===== config.mk =====
export PLATFORM = sky130hd
export DESIGN_NAME = mips_run_ctrl
export DESIGN_NICKNAME = d
export VERILOG_FILES = /design/src/rtl/mips_run_pkg.sv /design/src/rtl/mips_stall_det.sv /design/src/rtl/mips_run_ctrl.sv
export SDC_FILE = /design/constraint.sdc
export NUM_CORES = 1
export LEC_CHECK = 0
export ABC_AREA = 1
export CAP_MARGIN = 20
export CORE_ASPECT_RATIO = 0.7
export CORE_MARGIN = 2
export CORE_UTILIZATION = 45
export CTS_CLUSTER_DIAMETER = 100
export DETAILED_ROUTE_END_ITERATION = 6
export GPL_ROUTABILITY_DRIVEN = 0
export GPL_TIMING_DRIVEN = 0
export MAX_ROUTING_LAYER = met4
export PLACE_DENSITY = 0.84
export SYNTH_ARGS = -nofsm -noshare
export SYNTH_HDL_FRONTEND = slang
export SYNTH_HIERARCHICAL = 1
export SYNTH_SLANG_ARGS = --single-unit
export TNS_END_PERCENT = 30

===== constraint.sdc =====
create_clock -name clk -period 1.9 [get_ports clk]
set_input_delay 0.285 -clock clk [delete_from_list [all_inputs] [get_ports clk]]
set_output_delay 0.285 -clock clk [all_outputs]
set_load 0.005 [all_outputs]

===== src/rtl/mips_run_pkg.sv =====
// rtl/mips_run_pkg.sv - shared types and constants for the mips run controller
//
// Contents:
//   run_state_t        controller state encoding
//   HALT_INSTR_DEFAULT default halt word (beq $0,$0,-1)
//   SIG_W              width of the execution-path signature register
package mips_run_pkg;

  typedef enum logic [2:0] {
    ST_IDLE     = 3'd0,
    ST_RST_HOLD = 3'd1,
    ST_RUN      = 3'd2,
    ST_HALTED   = 3'd3,
    ST_TIMEOUT  = 3'd4
  } run_state_t;

  localparam logic [31:0] HALT_INSTR_DEFAULT = 32'h1000FFFF;

  localparam int SIG_W = 32;

endpackage


===== src/rtl/mips_stall_det.sv =====
// rtl/mips_stall_det.sv - pc-stall detector for the mips run controller
//
// Tracks how many consecutive active cycles the pc has repeated and flags
// the cycle in which the repeat count reaches STALL_LIMIT.
//
// Ports:
//   clk    in   system clock, rising edge
//   rst_n  in   asynchronous active-low reset
//   clear  in   forget previous pc and repeat count (held before a run)
//   enable in   high during RUN cycles; updates prev pc and count
//   pc     in   current core pc
//   hit    out  combinational: this cycle makes the repeat count STALL_LIMIT
module mips_stall_det #(
  parameter int PC_W        = 32,
  parameter int STALL_LIMIT = 4
) (
  input  logic            clk,
  input  logic            rst_n,
  input  logic            clear,
  input  logic            enable,
  input  logic [PC_W-1:0] pc,
  output logic            hit
);

  localparam int SC_W = $clog2(STALL_LIMIT + 1);
  localparam logic [SC_W-1:0] LIMIT = SC_W'(STALL_LIMIT);

  logic [PC_W-1:0] prev_pc;
  logic            pc_valid;
  logic [SC_W-1:0] stall_cnt;
  logic [SC_W-1:0] stall_nxt;

  // pc_valid keeps the first RUN cycle from comparing against a stale pc.
  always_comb begin
    stall_nxt = '0;
    if (pc_valid && (pc == prev_pc)) begin
      stall_nxt = (stall_cnt == LIMIT) ? LIMIT : stall_cnt + SC_W'(1);
    end
  end

  assign hit = enable && (stall_nxt == LIMIT);

  always_ff @(posedge clk or negedge rst_n) begin
    if (!rst_n) begin
      prev_pc   <= '0;
      pc_valid  <= 1'b0;
      stall_cnt <= '0;
    end else if (clear) begin
      pc_valid  <= 1'b0;
      stall_cnt <= '0;
    end else if (enable) begin
      prev_pc   <= pc;
      pc_valid  <= 1'b1;
      stall_cnt <= stall_nxt;
    end
  end

endmodule


===== src/rtl/mips_run_ctrl.sv =====
// rtl/mips_run_ctrl.sv - bounded run sequencer for mips_processor
//
// Holds the core in reset for RST_CYCLES clocks after start, lets it run,
// and ends the run on a halt instruction, a pc stall of STALL_LIMIT
// repeats, or after MAX_CYCLES RUN cycles. Halt beats budget exhaustion
// when both happen in the same cycle.
//
// Optional feature macro: MIPS_RUN_SIG_EN adds sig_o, a rotate-xor
// signature of the pc stream over the run.
//
// Ports:
//   clk          in   system clock, rising edge
//   reset        in   asynchronous active-low reset
//   start        in   one-cycle pulse; starts a run from IDLE/HALTED/TIMEOUT
//   pc_i         in   core pc
//   instr_i      in   core instruction
//   core_rst_o   out  active-high reset to the core
//   run_o        out  high in RUN
//   done_o       out  high in HALTED or TIMEOUT
//   halted_o     out  high in HALTED
//   timeout_o    out  high in TIMEOUT
//   cycle_cnt_o  out  RUN cycles completed in the current/last run
//   last_pc_o    out  pc sampled in the terminating RUN cycle
//   sig_o        out  pc signature (MIPS_RUN_SIG_EN only)
module mips_run_ctrl
  import mips_run_pkg::*;
#(
  parameter int                 PC_W        = 32,
  parameter int                 INSTR_W     = 32,
  parameter int                 RST_CYCLES  = 2,
  parameter int                 MAX_CYCLES  = 40,
  parameter int                 STALL_LIMIT = 4,
  parameter logic [INSTR_W-1:0] HALT_INSTR  = INSTR_W'(HALT_INSTR_DEFAULT),
  parameter int                 CNT_W       = $clog2(MAX_CYCLES + 1)
) (
  input  logic               clk,
  input  logic               reset,
  input  logic               start,
  input  logic [PC_W-1:0]    pc_i,
  input  logic [INSTR_W-1:0] instr_i,
  output logic               core_rst_o,
  output logic               run_o,
  output logic               done_o,
  output logic               halted_o,
  output logic               timeout_o,
  output logic [CNT_W-1:0]   cycle_cnt_o,
  output logic [PC_W-1:0]    last_pc_o
`ifdef MIPS_RUN_SIG_EN
  ,
  output logic [SIG_W-1:0]   sig_o
`endif
);

  localparam int RST_W = $clog2(RST_CYCLES + 1);
  localparam logic [RST_W-1:0] RST_LAST = RST_W'(RST_CYCLES - 1);
  localparam logic [CNT_W-1:0] CNT_LAST = CNT_W'(MAX_CYCLES - 1);
  localparam logic [CNT_W-1:0] CNT_MAX  = CNT_W'(MAX_CYCLES);

  run_state_t       state;
  logic [RST_W-1:0] rst_cnt;
  logic             in_run;
  logic             in_hold;
  logic             enter_run;
  logic             stall_hit;
  logic             halt_hit;

  assign in_run    = (state == ST_RUN);
  assign in_hold   = (state == ST_RST_HOLD);
  assign enter_run = in_hold && (rst_cnt == RST_LAST);

  mips_stall_det #(
    .PC_W        (PC_W),
    .STALL_LIMIT (STALL_LIMIT)
  ) u_stall_det (
    .clk    (clk),
    .rst_n  (reset),
    .clear  (in_hold),
    .enable (in_run),
    .pc     (pc_i),
    .hit    (stall_hit)
  );

  assign halt_hit = in_run && ((instr_i == HALT_INSTR) || stall_hit);

  // Outputs are registered alongside the state so they change on the same
  // edge as the state they decode.
  always_ff @(posedge clk or negedge reset) begin
    if (!reset) begin
      state       <= ST_IDLE;
      rst_cnt     <= '0;
      core_rst_o  <= 1'b1;
      run_o       <= 1'b0;
      done_o      <= 1'b0;
      halted_o    <= 1'b0;
      timeout_o   <= 1'b0;
      cycle_cnt_o <= '0;
      last_pc_o   <= '0;
    end else begin
      case (state)
        ST_IDLE: begin
          if (start) begin
            state   <= ST_RST_HOLD;
            rst_cnt <= '0;
          end
        end

        ST_RST_HOLD: begin
          if (enter_run) begin
            state       <= ST_RUN;
            cycle_cnt_o <= '0;
            core_rst_o  <= 1'b0;
            run_o       <= 1'b1;
          end else begin
            rst_cnt <= rst_cnt + RST_W'(1);
          end
        end

        ST_RUN: begin
          cycle_cnt_o <= cycle_cnt_o + CNT_W'(1);
          if (halt_hit) begin
            state      <= ST_HALTED;
            last_pc_o  <= pc_i;
            core_rst_o <= 1'b1;
            run_o      <= 1'b0;
            done_o     <= 1'b1;
            halted_o   <= 1'b1;
          end else if (cycle_cnt_o == CNT_LAST) begin
            state       <= ST_TIMEOUT;
            cycle_cnt_o <= CNT_MAX;
            last_pc_o   <= pc_i;
            core_rst_o  <= 1'b1;
            run_o       <= 1'b0;
            done_o      <= 1'b1;
            timeout_o   <= 1'b1;
          end
        end

        ST_HALTED, ST_TIMEOUT: begin
          // Counters and last pc hold here; they clear on entry to RUN.
          if (start) begin
            state     <= ST_RST_HOLD;
            rst_cnt   <= '0;
            done_o    <= 1'b0;
            halted_o  <= 1'b0;
            timeout_o <= 1'b0;
          end
        end

        default: begin
          state      <= ST_IDLE;
          core_rst_o <= 1'b1;
          run_o      <= 1'b0;
          done_o     <= 1'b0;
          halted_o   <= 1'b0;
          timeout_o  <= 1'b0;
        end
      endcase
    end
  end

`ifdef MIPS_RUN_SIG_EN
  logic [SIG_W-1:0] pc_ext;

  if (PC_W >= SIG_W) begin : g_pc_trunc
    assign pc_ext = pc_i[SIG_W-1:0];
  end else begin : g_pc_zext
    assign pc_ext = {{(SIG_W - PC_W){1'b0}}, pc_i};
  end

  always_ff @(posedge clk or negedge reset) begin
    if (!reset) begin
      sig_o <= '0;
    end else if (enter_run) begin
      sig_o <= '0;
    end else if (in_run) begin
      sig_o <= {sig_o[SIG_W-2:0], sig_o[SIG_W-1]} ^ pc_ext;
    end
  end
`endif

endmodule


Word level (Yosys, flattened, before mapping)
Cells that the tools add are included.
{ "totals": {"ff_bits": 84, "latch_bits": 0, "ram_bits": 0, "romBits": 0, "input_bits": 67, "output_inout_bits": 43, "wordCells": 91, "memories": 0} }
{ "op_classes": {"add_sub_neg": 3, "mul": 0, "div": 0, "n_lt_le_gt_ge": 0, "n_eq_ne": 18, "shift": 0, "n_mux": 34, "bitwise_logic": 3, "reduce_logical": 21} }
{ "op_table": {"columns": ["op", "n"], "rows": [
  ["two-way mux 32 bit", 2],
  ["== test 32 x 29 -> 1 bit, second input constant", 1],
  ["== test 32 bit", 1],
  ["two-way mux 3 bit", 8],
  ["two-way mux 6 bit", 3],
  ["one-hot mux 1 bit (3 select lines)", 5],
  ["AND reduction 3 bit", 5],
  ["one-hot mux 6 bit (2 select lines)", 1],
  ["two-way mux 1 bit", 11],
  ["== test 3 bit, second input constant", 3],
  ["one-hot mux 3 bit (3 select lines)", 1],
  ["inequality test 2 x 1 -> 1 bit, second input constant", 4],
  ["adder 6 x 1 -> 6 bit, second input constant", 1],
  ["== test 3 x 2 -> 1 bit, second input constant", 2],
  ["== test 6 bit, second input constant", 1],
  ["inequality test 2 bit, second input constant", 3],
  ["AND reduction 2 bit", 3],
  ["nonzero test 2 bit", 3],
  ["logical AND 1 bit", 4],
  ["two-way mux 2 bit", 2],
  ["one-hot mux 2 bit (2 select lines)", 1],
  ["AND reduction 4 bit", 1],
  ["OR reduction 2 bit", 2],
  ["adder 3 x 1 -> 3 bit, second input constant", 1],
  ["8 further kinds", 10]
]} }

Depth between registers and ports, before layout
{ "depth": {"ltp_word": 9, "ltp_mapped": 18, "ltp_nobuf": 18} }

Cells and area by module
Netlist, hierarchy kept.
{ "modules_own_cells": {"columns": ["module", "n_inst", "cells_each", "area_per_inst_um2", "seq_area_each_um2"], "rows": [
  ["mips_run_ctrl", 1, 288, 2384.8, 1202.4],
  ["mips_stall_det", 1, 347, 2237.1, 900.9]
]} }

Worst setup path before layout
No wires, ideal clock.
{ "synth_path": {"kind": "flip-flop to flip-flop", "start": "reg u_stall_det.prev_pc[24]", "end": "reg last_pc_o[10]", "setup_time_ns": 0.117, "arrival_time_ns": 1.750, "required_time_ns": 1.783, "setup_slack_ns": 0.033, "path_stages_with_launch": 15, "path_buffers": 2, "synth_period_minus_slack_ns": 1.867, "path_cell_list": "dfrtp_1 -> xnor2_1 -> nand3_1 -> nor2_1 -> nand2_1 -> nor2_2 -> nand3_2 -> nand2_1 -> nor2_1 -> inv_1 -> nand2_1 -> o21bai_4 -> buf_6 -> buf_6 -> o21ai_2"} }
{ "synth_via": {"elab_chain_len": 9, "elab_cells_between_ends": 10, "cone_classes": "2 x eq/ne; 2 x mux; 6 x reduce/logical"} }
{ "synth_rtl": {"columns": ["item", "line_no", "text"], "rows": [
  ["start, declared", "mips_stall_det.sv:28", "logic [PC_W-1:0] prev_pc;"],
  ["start signal, assigned", "mips_stall_det.sv:52", "prev_pc <= pc;"],
  ["== test 32 bit (*)", "mips_stall_det.sv:36", "if (pc_valid && (pc == prev_pc)) begin"],
  ["logical AND 1 bit (*)", "mips_stall_det.sv:36", null],
  ["two-way mux 3 bit (*)", "mips_stall_det.sv:36", null],
  ["== test 3 bit (*)", "mips_stall_det.sv:41", "assign hit = enable && (stall_nxt == LIMIT);"],
  ["logical AND 1 bit (*)", "mips_stall_det.sv:41", null],
  ["net stall_hit", "mips_run_ctrl.sv:64", "logic stall_hit;"],
  ["logical OR 1 bit (*)", "mips_run_ctrl.sv:83", "assign halt_hit = in_run && ((instr_i == HALT_INSTR) || stall_hit);"],
  ["logical AND 1 bit (*)", "mips_run_ctrl.sv:83", null],
  ["nonzero test 2 bit (no source line)", null, null],
  ["AND reduction 2 bit (no source line)", null, null],
  ["end signal, assigned", "mips_run_ctrl.sv:122", "last_pc_o <= pc_i;"],
  ["end signal, assigned", "mips_run_ctrl.sv:130", "last_pc_o <= pc_i;"],
  ["end, declared", "mips_run_ctrl.sv:47", "output logic [PC_W-1:0] last_pc_o"]
]} }
The timed path passes the listed nets; every way through them passes the cells marked *.
A chain may end at the register's enable or synchronous reset.

Final worst setup path
{ "layout_path": {"start": "reg u_stall_det.prev_pc[25]", "end": "reg u_stall_det.stall_cnt[0]"} }
{ "layout_via": {"elab_chain_len": 5} }
{ "layout_rtl": {"columns": ["item", "line_no", "text"], "rows": [
  ["== test 32 bit", "mips_stall_det.sv:36", null],
  ["logical AND 1 bit", "mips_stall_det.sv:36", null],
  ["two-way mux 3 bit", "mips_stall_det.sv:36", null],
  ["two-way mux 3 bit", "mips_stall_det.sv:51", "end else if (enable) begin"],
  ["two-way mux 3 bit", "mips_stall_det.sv:48", "end else if (clear) begin"],
  ["end signal, assigned", "mips_stall_det.sv:54", "stall_cnt <= stall_nxt;"],
  ["end, declared", "mips_stall_det.sv:30", "logic [SC_W-1:0] stall_cnt;"]
]} }
Every way passes these cells. The select of a mux whose other input is x is not followed.

==> results.env <==
OUTCOME='finished, violations left'
FAILED_CHECKS='negative setup slack'
POWER_SWITCHING_SHARE_PCT=38.1
FINALCRITPERIODSHARE_PCT=120
WORST_SETUP_PATH_START_KIND='flip-flop'
SYNTHDOMINANTCELLAREASHARE_PCT=44.9
P_COMB_SHARE_PCT=37.4
SETUP_VIOLATIONS=45
SETUP.WORST_PATH.END_CLASS='flip-flop'
DR_DRC_COUNT=0
FLOORPLAN.DIE.WIDTH_UM=125
SYNTHMUXAREASHARE_PCT=0
FIRST_PASS_GRT_WIRE_LENGTH_UM=21900
DRIVE_ABOVE_1_SHARE_PCT=20.9
WORSTPATHREQUIRED_NS=2.17
HOLD_SLACK_FINAL_NS=0.344
CLOCK_TREE.BUFFER_DEPTH=2
CLOCK_TREE.ROOT_CELL='clkbuf_16'
CRITICAL_PATH_CLASS='reg -> reg'
DRT_FIRST_ITER_VIOLATIONS=428
SYNTH-SIMPLE-AREA-SHARE_PCT=28.0
NETS=862
SYNTH_SEQ_AREA_SHARE_PCT=45.5
POST_SYNTH_INSTANCE_AREA_UM2=4620
WORST_PATH_LARGEST_CELL_DELAY_NS=0.38
SYN-MEAN-INSTANCE-AREA_UM2=7.28
SYNTHARSTFLOPSHARE_PCT=100
SYNTH_ENABLE_FLOP_CELLS=0
CORE_UM2=9830
WL_PER_CELL_UM=14.8
CRITICAL_PATH_PEAK_FANOUT=2
TOTAL_POWER_mW=7.16
CLOCK_PIN_SLEW_ON_THE_WORST_SETUP_AND_HOLD_PATHS_NS=0.06
TOTAL_LEAKAGE_POWER_nW=3.50
SLOWEST_CELL_ON_THE_CRITICAL_PATH='dfrtp_1'
CTS_BUFFERS=9
DIE-AREA_UM2=11100
ROWS=30
FINALHOLDVIOLCOUNT=0
GLOBALROUTE.TOTALOVERFLOW=0
P_SWITCHING_mW=2.72
SHARE_CLK_OF_TOTAL_POWER_PCT=26.6
POSTSYNTHCELLCOUNT=635
INSERTEDDIODECOUNT=0
PLACEMENT.IO_BUFFERS=109
TIMING.MAX_SLEW.REL_SLACK_PCT=68.2
WORST-ENDPOINT-ARRIVAL_NS=2.54
POWERDENSITY_nW_PER_UM2=1060
VDD_IR_DROP_MAX_uV=701
NETLIST.TOP_CELL.BY_AREA='dfrtp_1'
MAX_FREQ_MHz=440
SYNTH_COMPOUND_GATE_AREA_SHARE_PCT=11.7
SYNTH_TOP_FAMILY_BY_AREA='simple AND/OR/NAND/NOR gates'
IOS=110
INITIAL_CORE_UTILIZATION_PCT=47.0
NUMBER_OF_DETAILED_ROUTING_ITERATIONS_RUN_BEFORE_ANTENNA_REPAIR=5
SYNTH-XOR-AREA-SHARE_PCT=1.52
INTERNAL-POWER_mW=4.43
YS_TOP_CELLS_BY_AREA='dfrtp_1 45%, nand2_1 19%, inv_1 9.6%, o21ai_2 4.5%, nor2_1 4.2%'
CRITPATHMOSTFREQUENTCELL='buf_4'
MAXSLEWVIOLCOUNT=0
YS.WARNINGS.COUNT=6
SEQUENTIALPOWERSHARE_PCT=36.0
HTREEDEPTH=3
PERIOD_MINUS_SLACK_NS=2.27
MAXIMUM_NUMBER_OF_PINS_ON_ONE_NET_BEFORE_GLOBAL_ROUTE_REPAIR=51
DRT_WL_TOTAL_UM=13700
GLOBALROUTETOTALUTIL_PCT=25.6
FINISH.UTILIZATION_PCT=68.9
CLK_LATENCY_NS=0.35
CTS_NUM_SINKS=84
NUMBER_OF_ANTENNA_VIOLATIONS_AT_THE_FIRST_CHECK_IN_GLOBAL_ROUTING=0
POSTSYNTH.TOPFLOPCELL='dfrtp_1'
FIRST_GLOBAL_VIAS=4683
DIE_Y_UM=88.8
SYNTH.TOP_CELLS.BY_COUNT='230 x nand2_1, 118 x inv_1, 83 x dfrtp_1'
ROUTED-VIA-COUNT=4667
SYN-NUM-NETS=706
HP-CLASS='in -> reg'
CAP_VIOLATIONS=0
MAX_SLEW.WORST_PIN.SLEW_NS=0.477
DETAIL_ROUTE.VIAS_PER_CELL=5.05
CTS_TREE='built'
DETAIL-ROUTE-ANTENNA-NETS=0
WORST_SKEW_NS=0.00600
FINAL_CRITICAL_PATH_SETUP_SLACK_NS=-0.371
TIMING.CRITICAL_PATH.CELLS='buf_4, nand2_1, nand4_1, nor2_1, nand2_1, nor2_2, nand3_2, buf_4, buf_4, buf_4, buf_4, buf_4, buf_4, buf_4, a21oi_2'
SETUP_REPAIR_AFTER_GLOBAL_ROUTING_MISSED_ITS_MARGIN='true'
AREA_GROWTH_PCT=46.6
SYNTH_ADDER_AREA_SHARE_PCT=1.08
YOSYSUNIQUECELLTYPES=33
HPWLAFTERDP_UM=9320
YS_SEQ_ELEMENTS=84
YOSYS.CELL_COUNT.TOP_TYPE='nand2_1'
-- area by class of cell --
class	count	area, um2
clock inverters	6	87.6
inverters	123	464
fillers	728	3060
well taps	128	160
clock buffers	10	239
multi-input cells	415	2150
plain buffers	13	138
flip-flops and latches	84	2100
repair buffers	145	1440
-- kinds of logic (layout without fill, tap and decap cells) --
logic type	Yosys count	count (layout)
buffers and inverters	136	297
and+or+nand+nor	318	318
xor gates and xnor gates	8	8
DFF	84	84
adders and majority gates	4	4
AOI/OAI and AO/OA	85	85
-- sequential cells by signal, indices dropped and copies added (netlist names), 2 cells and up --
register               cells
last_pc_o                 32
u_stall_det/stall_cnt      3
cycle_cnt_o                6
u_stall_det/prev_pc       32
rst_cnt                    2
state                      3
-- stage by stage --
stage / instances / setup TNS (ns) / area [um2] / worst slack [ns]
floorplan: 635 / 0 / 4620 / 0.0328
global placement: 872 / -230.94 / 5870 / -2.45
detailed placement: 873 / -29.18 / 5900 / -0.781
CTS: 918 / -6.58 / 6580 / -0.207
global route: 924 / -17.48 / 6780 / -0.445
finish: 924 / -12.33 / 6780 / -0.371
-- cell usage in the layout, fill, tap and decap left out, drive strengths merged, types with 15 or more instances in the layout --
cell type / n
buf: 43
clkbuf: 16
clkdlybuf4s50: 79
dfrtp: 83
dlygate4sd2: 29
inv: 123
nand2: 231
nand3: 15
nor2: 57
o21ai: 74
-- worst paths after layout --
kind                                         startpoint                  endpoint  slack [ns]  depth (start not counted)
worst min-delay path                           pc_i[19]             last_pc_o[19]        0.34                          3
worst max-delay path            u_stall_det/prev_pc[25]  u_stall_det/stall_cnt[0]       -0.37                         15
worst max register to register  u_stall_det/prev_pc[25]  u_stall_det/stall_cnt[0]       -0.37                         15
worst min register to register               core_rst_o                core_rst_o        0.46                          2
max in group asynchronous                         reset                core_rst_o        0.79                          3
min in group asynchronous                         reset              last_pc_o[8]        0.45                          2
-- worst max-delay path, delay by kind of cell, from the launching register on --
kind                   cells  cell delay (ns)
and+or+nand+nor            6             0.68
AOI/OAI and AO/OA          1             0.13
buffers and inverters      8             1.01
DFF                        1             0.38
-- power groups by stage --
stage	combinational (mW)	clock [mW]	sequential [mW]
final	2.68	1.90	2.57
after global routing	2.98	2.00	2.61
after CTS	2.48	1.95	2.55
after detailed placement	2.40	0	2.56
after global placement	2.27	0	2.53
after floorplan	1.62	0	2.50
-- metal layers --
metal	up-vias	GRT usage [%]	wire length [um]
met5	-	-	0
met4	0	7.58	259
met3	25	6.65	1210
met2	232	42.5	6400
met1	2178	31.2	5810
li1	2232	-	-
-- timing repair --
item | in CTS | in global routing
buffers inserted | 27 | 4
endpoints found under the setup margin | 42 | 69
hold endpoints to repair | 34 | 0
pin swaps | 12 | 13
hold buffers | 1 | 0
resized for setup | 64 | 48
cloned | 1 | 2
Note: power is estimated with default switching activity, not from simulation.
